===== src/rtl/uart_pkg.sv =====
// Shared definitions for the UART transmit path: parity encodings, framer states
// and the data width.
package uart_pkg;

  localparam int unsigned DATA_BITS = 8;

  localparam logic [1:0] NOPARITY00 = 2'b00;
  localparam logic [1:0] ODD        = 2'b01;
  localparam logic [1:0] EVEN       = 2'b10;
  localparam logic [1:0] NOPARITY11 = 2'b11;

  typedef enum logic [2:0] {
    IDLE,
    START,
    DATA,
    PARITY,
    STOP
  } tx_state_t;

  // Both "no parity" encodings suppress the parity bit.
  function automatic logic parity_enabled(input logic [1:0] ptype);
    logic en;
    case (ptype)
      ODD, EVEN:              en = 1'b1;
      NOPARITY00, NOPARITY11: en = 1'b0;
      default:                en = 1'b0;
    endcase
    return en;
  endfunction

endpackage


===== src/rtl/uart_baud_cnt.sv =====
// Baud counter: counts 0..CLKS_PER_BIT-1 while enabled and pulses bit_tick_o on the
// last count of every bit period. Synchronous clear restarts the period.
module uart_baud_cnt
  import uart_pkg::*;
#(
  parameter int unsigned CLKS_PER_BIT = 16,
  parameter int unsigned CNT_W        = $clog2(CLKS_PER_BIT)
) (
  input  logic clk_i,
  input  logic rst_i,
  input  logic clr_i,
  input  logic en_i,
  output logic bit_tick_o
);

  localparam logic [CNT_W-1:0] LastCnt = CNT_W'(CLKS_PER_BIT - 1);

  logic [CNT_W-1:0] cnt_q, cnt_d;
  logic             last_cnt;

  assign last_cnt = (cnt_q == LastCnt);

  always_comb begin
    cnt_d = cnt_q;
    if (clr_i) begin
      cnt_d = '0;
    end else if (en_i) begin
      cnt_d = last_cnt ? '0 : cnt_q + 1'b1;
    end
  end

  always_ff @(posedge clk_i) begin
    if (rst_i) begin
      cnt_q <= '0;
    end else begin
      cnt_q <= cnt_d;
    end
  end

  assign bit_tick_o = en_i && last_cnt;

endmodule


===== src/rtl/uart_tx_frame.sv =====
// UART transmit framer: start, 8 data bits LSB first, optional parity, 1 or 2 stops.
// Optional line-break input is enabled with `define UART_TX_BREAK_EN.
module uart_tx_frame
  import uart_pkg::*;
#(
  parameter int unsigned CLKS_PER_BIT = 16,
  parameter int unsigned CNT_W        = $clog2(CLKS_PER_BIT)
) (
  input  logic                 clock,
  input  logic                 reset,
  input  logic                 send,
  input  logic [DATA_BITS-1:0] data_in,
  input  logic [1:0]           parity_type,
  input  logic                 two_stop,
  input  logic                 parity_bit,
`ifdef UART_TX_BREAK_EN
  input  logic                 tx_break,
`endif
  output logic [DATA_BITS-1:0] pg_data,
  output logic [1:0]           pg_parity_type,
  output logic                 tx_out,
  output logic                 busy,
  output logic                 done
);

  localparam int unsigned IdxW = $clog2(DATA_BITS);
  localparam logic [IdxW-1:0] LastIdx = IdxW'(DATA_BITS - 1);

  tx_state_t            state_q;
  logic [DATA_BITS-1:0] data_q;
  logic [1:0]           ptype_q;
  logic                 two_stop_q;
  logic                 stop2_q;
  logic [IdxW-1:0]      idx_q;
  logic [IdxW-1:0]      idx_nxt;
  logic                 tx_q;
  logic                 busy_q;
  logic                 done_q;

  logic break_req;
  logic accept;
  logic bit_tick;

`ifdef UART_TX_BREAK_EN
  assign break_req = tx_break;
`else
  assign break_req = 1'b0;
`endif

  assign accept  = (state_q == IDLE) && send && !break_req;
  assign idx_nxt = idx_q + 1'b1;

  uart_baud_cnt #(
    .CLKS_PER_BIT(CLKS_PER_BIT),
    .CNT_W       (CNT_W)
  ) u_baud_cnt (
    .clk_i     (clock),
    .rst_i     (reset),
    .clr_i     (accept),
    .en_i      (busy_q),
    .bit_tick_o(bit_tick)
  );

  // tx_q is loaded with the value of the bit being entered, so the line changes on
  // the same edge as the state.
  always_ff @(posedge clock) begin
    if (reset) begin
      state_q    <= IDLE;
      data_q     <= '0;
      ptype_q    <= NOPARITY00;
      two_stop_q <= 1'b0;
      stop2_q    <= 1'b0;
      idx_q      <= '0;
      tx_q       <= 1'b1;
      busy_q     <= 1'b0;
      done_q     <= 1'b0;
    end else begin
      done_q <= 1'b0;
      unique case (state_q)
        IDLE: begin
          tx_q <= ~break_req;
          if (accept) begin
            data_q     <= data_in;
            ptype_q    <= parity_type;
            two_stop_q <= two_stop;
            stop2_q    <= 1'b0;
            idx_q      <= '0;
            busy_q     <= 1'b1;
            tx_q       <= 1'b0;
            state_q    <= START;
          end
        end
        START: begin
          if (bit_tick) begin
            idx_q   <= '0;
            tx_q    <= data_q[0];
            state_q <= DATA;
          end
        end
        DATA: begin
          if (bit_tick) begin
            if (idx_q == LastIdx) begin
              idx_q <= '0;
              if (parity_enabled(ptype_q)) begin
                tx_q    <= parity_bit;
                state_q <= PARITY;
              end else begin
                tx_q    <= 1'b1;
                state_q <= STOP;
              end
            end else begin
              idx_q <= idx_nxt;
              tx_q  <= data_q[idx_nxt];
            end
          end
        end
        PARITY: begin
          if (bit_tick) begin
            tx_q    <= 1'b1;
            state_q <= STOP;
          end
        end
        STOP: begin
          if (bit_tick) begin
            if (two_stop_q && !stop2_q) begin
              stop2_q <= 1'b1;
            end else begin
              tx_q    <= 1'b1;
              busy_q  <= 1'b0;
              done_q  <= 1'b1;
              state_q <= IDLE;
            end
          end
        end
        default: begin
          tx_q    <= 1'b1;
          busy_q  <= 1'b0;
          state_q <= IDLE;
        end
      endcase
    end
  end

  assign pg_data        = data_q;
  assign pg_parity_type = ptype_q;
  assign tx_out         = tx_q;
  assign busy           = busy_q;
  assign done           = done_q;

endmodule


===== config.mk =====
export PLATFORM = sky130hd
export DESIGN_NAME = uart_tx_frame
export DESIGN_NICKNAME = d
export VERILOG_FILES = /design/src/rtl/uart_pkg.sv /design/src/rtl/uart_baud_cnt.sv /design/src/rtl/uart_tx_frame.sv
export SDC_FILE = /design/constraint.sdc
export NUM_CORES = 1
export LEC_CHECK = 0
export CORE_UTILIZATION = 44
export DETAILED_ROUTE_END_ITERATION = 8
export GPL_TIMING_DRIVEN = 1
export PLACE_DENSITY = 0.72
export SETUP_SLACK_MARGIN = 0.02
export SYNTH_ARGS = -nofsm -noshare
export SYNTH_HDL_FRONTEND = slang
export SYNTH_SLANG_ARGS = --single-unit

===== constraint.sdc =====
create_clock -name clock -period 1.9 [get_ports clock]
set_input_delay 0.57 -clock clock [delete_from_list [all_inputs] [get_ports clock]]
set_output_delay 0.57 -clock clock [all_outputs]
set_load 0.005 [all_outputs]

# After elaboration in Yosys (flattened, before gate mapping)
# Index checks and enable logic that the tools add are counted.
# classes
bitwise_logic	3
n_addsub	2
eq_ne	17
n_mux	40
reduce_logical	19
n_lt_le_gt_ge	1
# op_table
operator	n
$mux 3	12
$mux 1	20
$ne 2x2->1 const B	8
$pmux 3 s5	1
$reduce_and 4->1	3
$pmux 3 s3	1
$reduce_and 7->1	1
$eq 3x2->1 const B	2
$eq 3x3->1 const B	2
$reduce_or 2->1	3
$reduce_or 3->1	2
$pmux 1 s5	1
$reduce_and 5->1	1
$add 4x1->4 const B	1
$eq 2x2->1 const B	2
$eq 4x4->1 const B	1
$lt 3x4->1 const B	1
$mux 4	1
$pmux 1 s2	2
$add 3x1->3 const B	1
$bmux 1 s3	1
$eq 3x1->1 const B	1
$logic_and 1x1->1	3
$logic_not 3->1	1
other kinds (8)	10
# word_totals
out_inout_bits	13
ff_bits	25
in_bits	15
wordCells	92

# Depth between registers and ports, before layout
# Gate-level depths: netlist of run 1.
# depth
depth_word	11
mapped_depth	6
mapped_depth_nobuf	6

# By module
# A second synthesis of run 1 with hierarchy kept.
# hier_totals
cells_unflattened	137
area_unflattened_um2	1183.6
# modules_own_cells
mod	area_each_um2	cells_each	instances	seq_area_each_um2
uart_tx_frame	1009.7	120	1	420.4
uart_baud_cnt	173.9	17	1	80.1

# Worst setup path after synthesis of run 1
# OpenSTA, ideal clock, no wires.
# synth_path
path_type	reg-to-reg
from	register idx_q[0]
to	register tx_q (netlist: tx_out)
path_buffers	0
t_arrival_ns	1.900
setup_ns	0.120
required_time_ns	1.780
setup_slack_ns	-0.120
stages_incl_launch_ff	6
period_less_slack_ns	2.020
cell_sequence	dfxtp_1 > ha_1 > mux4_2 > a2111oi_2 > nor3_1 > o31a_1
# synth_between
elab_chain_len	6
elab_cells_between_ends	7
classes_between	1 x add/sub; 1 x eq/ne; 5 x mux
# synth_lines
item	line_no	rtl
start, declared	uart_tx_frame.sv:34	logic [IdxW-1:0] idx_q;
start signal, assigned	uart_tx_frame.sv:112	idx_q <= idx_nxt;
$add 3x1->3	uart_tx_frame.sv:51	assign idx_nxt = idx_q + 1'b1;
$bmux 1 s3	uart_tx_frame.sv:113	tx_q <= data_q[idx_nxt];
$mux 1 (implied by the code)	uart_tx_frame.sv:113	
$mux 1 *	uart_tx_frame.sv:102	if (idx_q == LastIdx) begin
$mux 1 *	uart_tx_frame.sv:101	if (bit_tick) begin
$pmux 1 s5 *	uart_tx_frame.sv:79	unique case (state_q)
end signal, assigned	uart_tx_frame.sv:81	tx_q <= ~break_req;
end signal, assigned	uart_tx_frame.sv:105	tx_q <= parity_bit;
end signal, assigned	uart_tx_frame.sv:113	
end, declared	uart_tx_frame.sv:36	logic tx_q;
# Mark *: on every way between the ends. The rest lies on a longest branch, timed or not. The select of a mux whose other input is x is not followed.
# A chain may end at the register's enable or synchronous reset.

# Final worst setup path of run 1
# Same ends and word-level chain as after synthesis.

==> impl_metrics.xml, run 1 <==
<?xml version="1.0" encoding="UTF-8"?>
<metrics>
  <group name="outcome">
    <metric name="violations" unit="">negative setup slack</metric>
    <metric name="status" unit="">complete, but fails checks</metric>
  </group>
  <group name="place">
    <metric name="hpwl" unit="um">2120</metric>
    <metric name="rd_place_congestion" unit="">0.826</metric>
    <metric name="io_buffers" unit="">27</metric>
    <metric name="placed_area" unit="sq um">1590</metric>
    <metric name="numPlacedInstances" unit="">204</metric>
  </group>
  <group name="global_route">
    <metric name="first_global_vias" unit="">947</metric>
    <metric name="grt_util_all_layers" unit="%">20.3</metric>
    <metric name="grt_first_pass_wirelength" unit="um">4370</metric>
    <metric name="gr-total-overflow" unit="">0</metric>
    <metric name="grt_max_degree" unit="">24</metric>
    <metric name="antenna_found_initial" unit="">0</metric>
  </group>
  <group name="critical_path">
    <metric name="worst-r2r-cell-count" unit="">5</metric>
    <metric name="regToRegEndpoint" unit="">tx_out</metric>
    <metric name="timing.reg2reg.setup_slack" unit="ns">-0.03</metric>
    <metric name="r2r_start" unit="">idx_q[0]</metric>
    <metric name="cp.arrival" unit="ns">2.16</metric>
    <metric name="worstPathRequired" unit="ns">2.13</metric>
    <metric name="timing.critical_path.from_type" unit="">register</metric>
    <metric name="critPathKind" unit="">register to register</metric>
    <metric name="critical_path.max_fanout" unit="">2</metric>
    <metric name="worstSetupEndpointType" unit="">register</metric>
  </group>
  <group name="yosys">
    <metric name="seq_cells_post_synth" unit="">25</metric>
    <metric name="synth_cells" unit="">146</metric>
    <metric name="syn_area" unit="sq um">1240</metric>
    <metric name="synth_enable_flop_cells" unit="">0</metric>
    <metric name="seq_area_frac_synth" unit="%">40.5</metric>
    <metric name="ys_types" unit="">36</metric>
    <metric name="asyncSetResetFlopFracSynth" unit="%">0</metric>
    <metric name="post_synth.cell_area_avg" unit="sq um">8.47</metric>
    <metric name="syn_warnings" unit="">0</metric>
    <metric name="ys.flop_type" unit="">sky130_fd_sc_hd__dfxtp_1</metric>
    <metric name="postSynthNetCount" unit="">164</metric>
  </group>
  <group name="clocking">
    <metric name="cts-root-buf" unit="">sky130_fd_sc_hd__clkbuf_4</metric>
    <metric name="cts_tree" unit="">yes</metric>
    <metric name="cts_max_path_buffers" unit="">2</metric>
    <metric name="tritoncts.num_buffers" unit="">3</metric>
    <metric name="clkSinkCount" unit="">25</metric>
    <metric name="cts_post_setup_buffers_inserted" unit="">0</metric>
    <metric name="insertion_delay" unit="ns">0.32</metric>
    <metric name="cts.clk_slew.worst_paths" unit="ns">0.14</metric>
    <metric name="hold_buffers" unit="">0</metric>
    <metric name="cts_htree_levels" unit="">1</metric>
  </group>
  <group name="drt">
    <metric name="wl_met2" unit="um">1400</metric>
    <metric name="detail_route.wirelength.met1" unit="um">1350</metric>
    <metric name="detail_route.wl_per_cell" unit="um">13.7</metric>
    <metric name="via_per_inst" unit="">5.35</metric>
    <metric name="wl_met3" unit="um">87</metric>
    <metric name="initialDrtViolationCount" unit="">5</metric>
    <metric name="remaining_drc_errors" unit="">0</metric>
    <metric name="route.antenna.remaining_nets" unit="">0</metric>
    <metric name="top_signal_layer_used" unit="">met4</metric>
    <metric name="num_vias" unit="">1113</metric>
    <metric name="drt_pass1_iterations" unit="">4</metric>
    <metric name="wl" unit="um">2850</metric>
  </group>
  <group name="timing">
    <metric name="maxSlewViolCount" unit="">0</metric>
    <metric name="worst_slew_pin_slew" unit="ns">0.440</metric>
    <metric name="period_share" unit="%">102</metric>
    <metric name="worst_clk_skew" unit="ns">0.00666</metric>
    <metric name="finalHoldViolations" unit="">0</metric>
    <metric name="min_period" unit="ns">1.93</metric>
    <metric name="max_slew_margin" unit="%">70.4</metric>
    <metric name="post-route-worst-setup-slack" unit="ns">-0.0291</metric>
    <metric name="achievable_clock_frequency" unit="GHz">0.518</metric>
    <metric name="setup_viol" unit="">1</metric>
    <metric name="rsz0062_at_grt" unit="">yes</metric>
  </group>
  <group name="floorplanning">
    <metric name="design.die.area" unit="sq um">3030</metric>
    <metric name="dieWidth" unit="um">55.0</metric>
    <metric name="vertical_extent_of_the_die" unit="um">55.0</metric>
    <metric name="placement_rows" unit="">18</metric>
    <metric name="io-pin-count" unit="">28</metric>
    <metric name="design.core.area" unit="sq um">2570</metric>
    <metric name="floorplan.initialDensity" unit="%">48.1</metric>
  </group>
  <group name="worst_hold_path">
    <metric name="hold_path_depth" unit="">2</metric>
    <metric name="hold_path_startpoint" unit="">stop2_q</metric>
    <metric name="timing.hold.worst_endpoint" unit="">stop2_q</metric>
    <metric name="hp-class" unit="">register to register</metric>
  </group>
  <group name="power">
    <metric name="switchingPower" unit="W">0.000260</metric>
    <metric name="power_switching_share" unit="%">26.3</metric>
    <metric name="pwr-share-seq" unit="%">58.0</metric>
    <metric name="leakage" unit="nW">0.580</metric>
    <metric name="combinationalPowerShare" unit="%">17.7</metric>
    <metric name="share_clk_of_total_power" unit="%">24.3</metric>
    <metric name="cellInternalPower" unit="W">0.000729</metric>
    <metric name="vdd.ir_drop.worst" unit="mV">0.637</metric>
    <metric name="power.density_cell_area" unit="nW/um^2">602</metric>
  </group>
  <group name="cells_and_area">
    <metric name="layoutNonFillerInstCount" unit="">208</metric>
    <metric name="finish.instance_area" unit="sq um">1640</metric>
    <metric name="mostFrequentLayoutCell" unit="">sky130_fd_sc_hd__nand2_1</metric>
    <metric name="post_route_cells_drive_above_1_share" unit="%">16.9</metric>
    <metric name="combined_area_of_the_multi_input_logic_cells" unit="sq um">722</metric>
    <metric name="area.growth.synth_to_final" unit="%">33.0</metric>
    <metric name="most-common-layout-cells" unit="">31 x sky130_fd_sc_hd__nand2_1, 27 x sky130_fd_sc_hd__clkdlybuf4s50_1, 21 x sky130_fd_sc_hd__dfxtp_1</metric>
    <metric name="antenna_diode_count" unit="">0</metric>
    <metric name="layout.nets" unit="">197</metric>
    <metric name="nFillCells" unit="">237</metric>
    <metric name="sequential_area" unit="sq um">508</metric>
  </group>
  <group name="flow_run">
    <metric name="max_cap_viols" unit="">0</metric>
  </group>
</metrics>
[sequential cells by signal (all words and copies together), names as in the netlist]
name,count
pg_data,8
u_baud_cnt.cnt_q,4
idx_q,3
state_q,3
pg_parity_type,2
busy,1
done,1
stop2_q,1
two_stop_q,1
tx_out,1
[Yosys cell counts (2+ instances only)]
| cell type | number | area [sq um] |
|---|---|---|
| sky130_fd_sc_hd__nand2_1 | 31 | 116 |
| sky130_fd_sc_hd__dfxtp_1 | 25 | 500 |
| sky130_fd_sc_hd__a21oi_1 | 19 | 95.1 |
| sky130_fd_sc_hd__nor2_1 | 9 | 33.8 |
| sky130_fd_sc_hd__nor3_1 | 8 | 40.0 |
| sky130_fd_sc_hd__o21ai_0 | 6 | 30.0 |
| sky130_fd_sc_hd__clkbuf_1 | 5 | 18.8 |
| sky130_fd_sc_hd__mux2i_1 | 4 | 40.0 |
| sky130_fd_sc_hd__ha_1 | 3 | 37.5 |
| sky130_fd_sc_hd__buf_2 | 2 | 10.0 |
| sky130_fd_sc_hd__nand3_1 | 2 | 10.0 |
| sky130_fd_sc_hd__nand3b_1 | 2 | 15.0 |
| sky130_fd_sc_hd__nand4_1 | 2 | 12.5 |
| sky130_fd_sc_hd__nor2b_1 | 2 | 12.5 |
| sky130_fd_sc_hd__nor3b_1 | 2 | 15.0 |
| sky130_fd_sc_hd__o31a_1 | 2 | 17.5 |
| sky130_fd_sc_hd__or4b_1 | 2 | 20.0 |
| sky130_fd_sc_hd__xor2_1 | 2 | 17.5 |
[final cells by class]
type	instances	area share [%]
clock buffer	3	1.37
inverter	1	0.228
sequential	25	30.9
tap	30	2.28
clock inverter	1	0.304
multi-input combinational	111	43.9
timing repair buffer	37	21.0
[repair_timing]
action / 4_1_cts / 5_1_grt
pin swaps: 0 / 1
setup endpoints to repair: 2 / 5
resized for setup: 3 / 4
gates cloned: 0 / 0
endpoints found under the hold margin: 0 / 0
[worst max-delay path: stages (launching register included)]
cell,delay (ns)
sky130_fd_sc_hd__dfxtp_2,0.36
sky130_fd_sc_hd__ha_4,0.28
sky130_fd_sc_hd__mux4_2,0.53
sky130_fd_sc_hd__a2111oi_4,0.30
sky130_fd_sc_hd__nor3_1,0.07
sky130_fd_sc_hd__o31a_1,0.30
[stage by stage]
step	setup WS, ns	total power [W]	hold slack, ns	util (%)	TNS (ns)
2_1_floorplan	0.0288	0.000666	0.432	-	0
3_3_place_gp	-0.0813	0.000752	0.441	61.7	-0.212
3_5_place_dp	-0.111	0.000756	0.449	61.7	-0.340
4_1_cts	-0.0294	0.000991	0.467	63.0	-0.0294
5_1_grt	-0.0670	0.00104	0.491	64.0	-0.0670
6_report	-0.0291	0.000989	0.464	64.0	-0.0291
[worst max-delay path by stage]
stage	startpoint	end	slack, ns	cells after the start
6_report	idx_q[0]	tx_out	-0.03	5
2_1_floorplan	idx_q[0]	tx_out	0.03	5
3_3_place_gp	send	idx_q[1]	-0.08	5
3_5_place_dp	send	idx_q[2]	-0.11	5
5_1_grt	idx_q[0]	tx_out	-0.07	5
4_1_cts	idx_q[0]	tx_out	-0.03	5
[metal layers]
metal | track usage, % | up-vias
li1 | - | 576
met1 | 27.7 | 522
met4 | 2.50 | 0
met3 | 5.74 | 2
met2 | 32.5 | 13
met5 | 0 | -
[power groups by stage]
stage / sequential [W] / combinational [W] / clock (W)
floorplan: 0.000576 / 0.0000906 / 0
global placement: 0.000583 / 0.000168 / 0
detailed placement: 0.000584 / 0.000172 / 0
CTS: 0.000573 / 0.000173 / 0.000244
global route: 0.000578 / 0.000192 / 0.000270
finish: 0.000574 / 0.000175 / 0.000241
[kinds of logic after synthesis]
| kind of cell | after synthesis | share of synthesized area (%) |
|---|---|---|
| DFF | 25 | 40.5 |
| AOI/OAI and AO/OA | 32 | 15.1 |
| adders and majority gates | 3 | 3.04 |
| xor gates and xnor gates | 2 | 1.42 |
| and+or+nand+nor | 66 | 26.8 |
| muxes | 8 | 9.01 |
| buffers and inverters | 10 | 4.15 |
No activity file was read; power rests on OpenSTA's default activity.
==> inputs of run 2 (changes only) <==
--- a/config.mk
+++ b/config.mk
@@ -7,6 +7,7 @@
 export LEC_CHECK = 0
 export CORE_UTILIZATION = 44
 export DETAILED_ROUTE_END_ITERATION = 8
+export GPL_ROUTABILITY_DRIVEN = 0
 export GPL_TIMING_DRIVEN = 1
 export PLACE_DENSITY = 0.72
 export SETUP_SLACK_MARGIN = 0.02
==> results of run 2 <==
Final layout, timing and power as in run 1 (identical DEF).
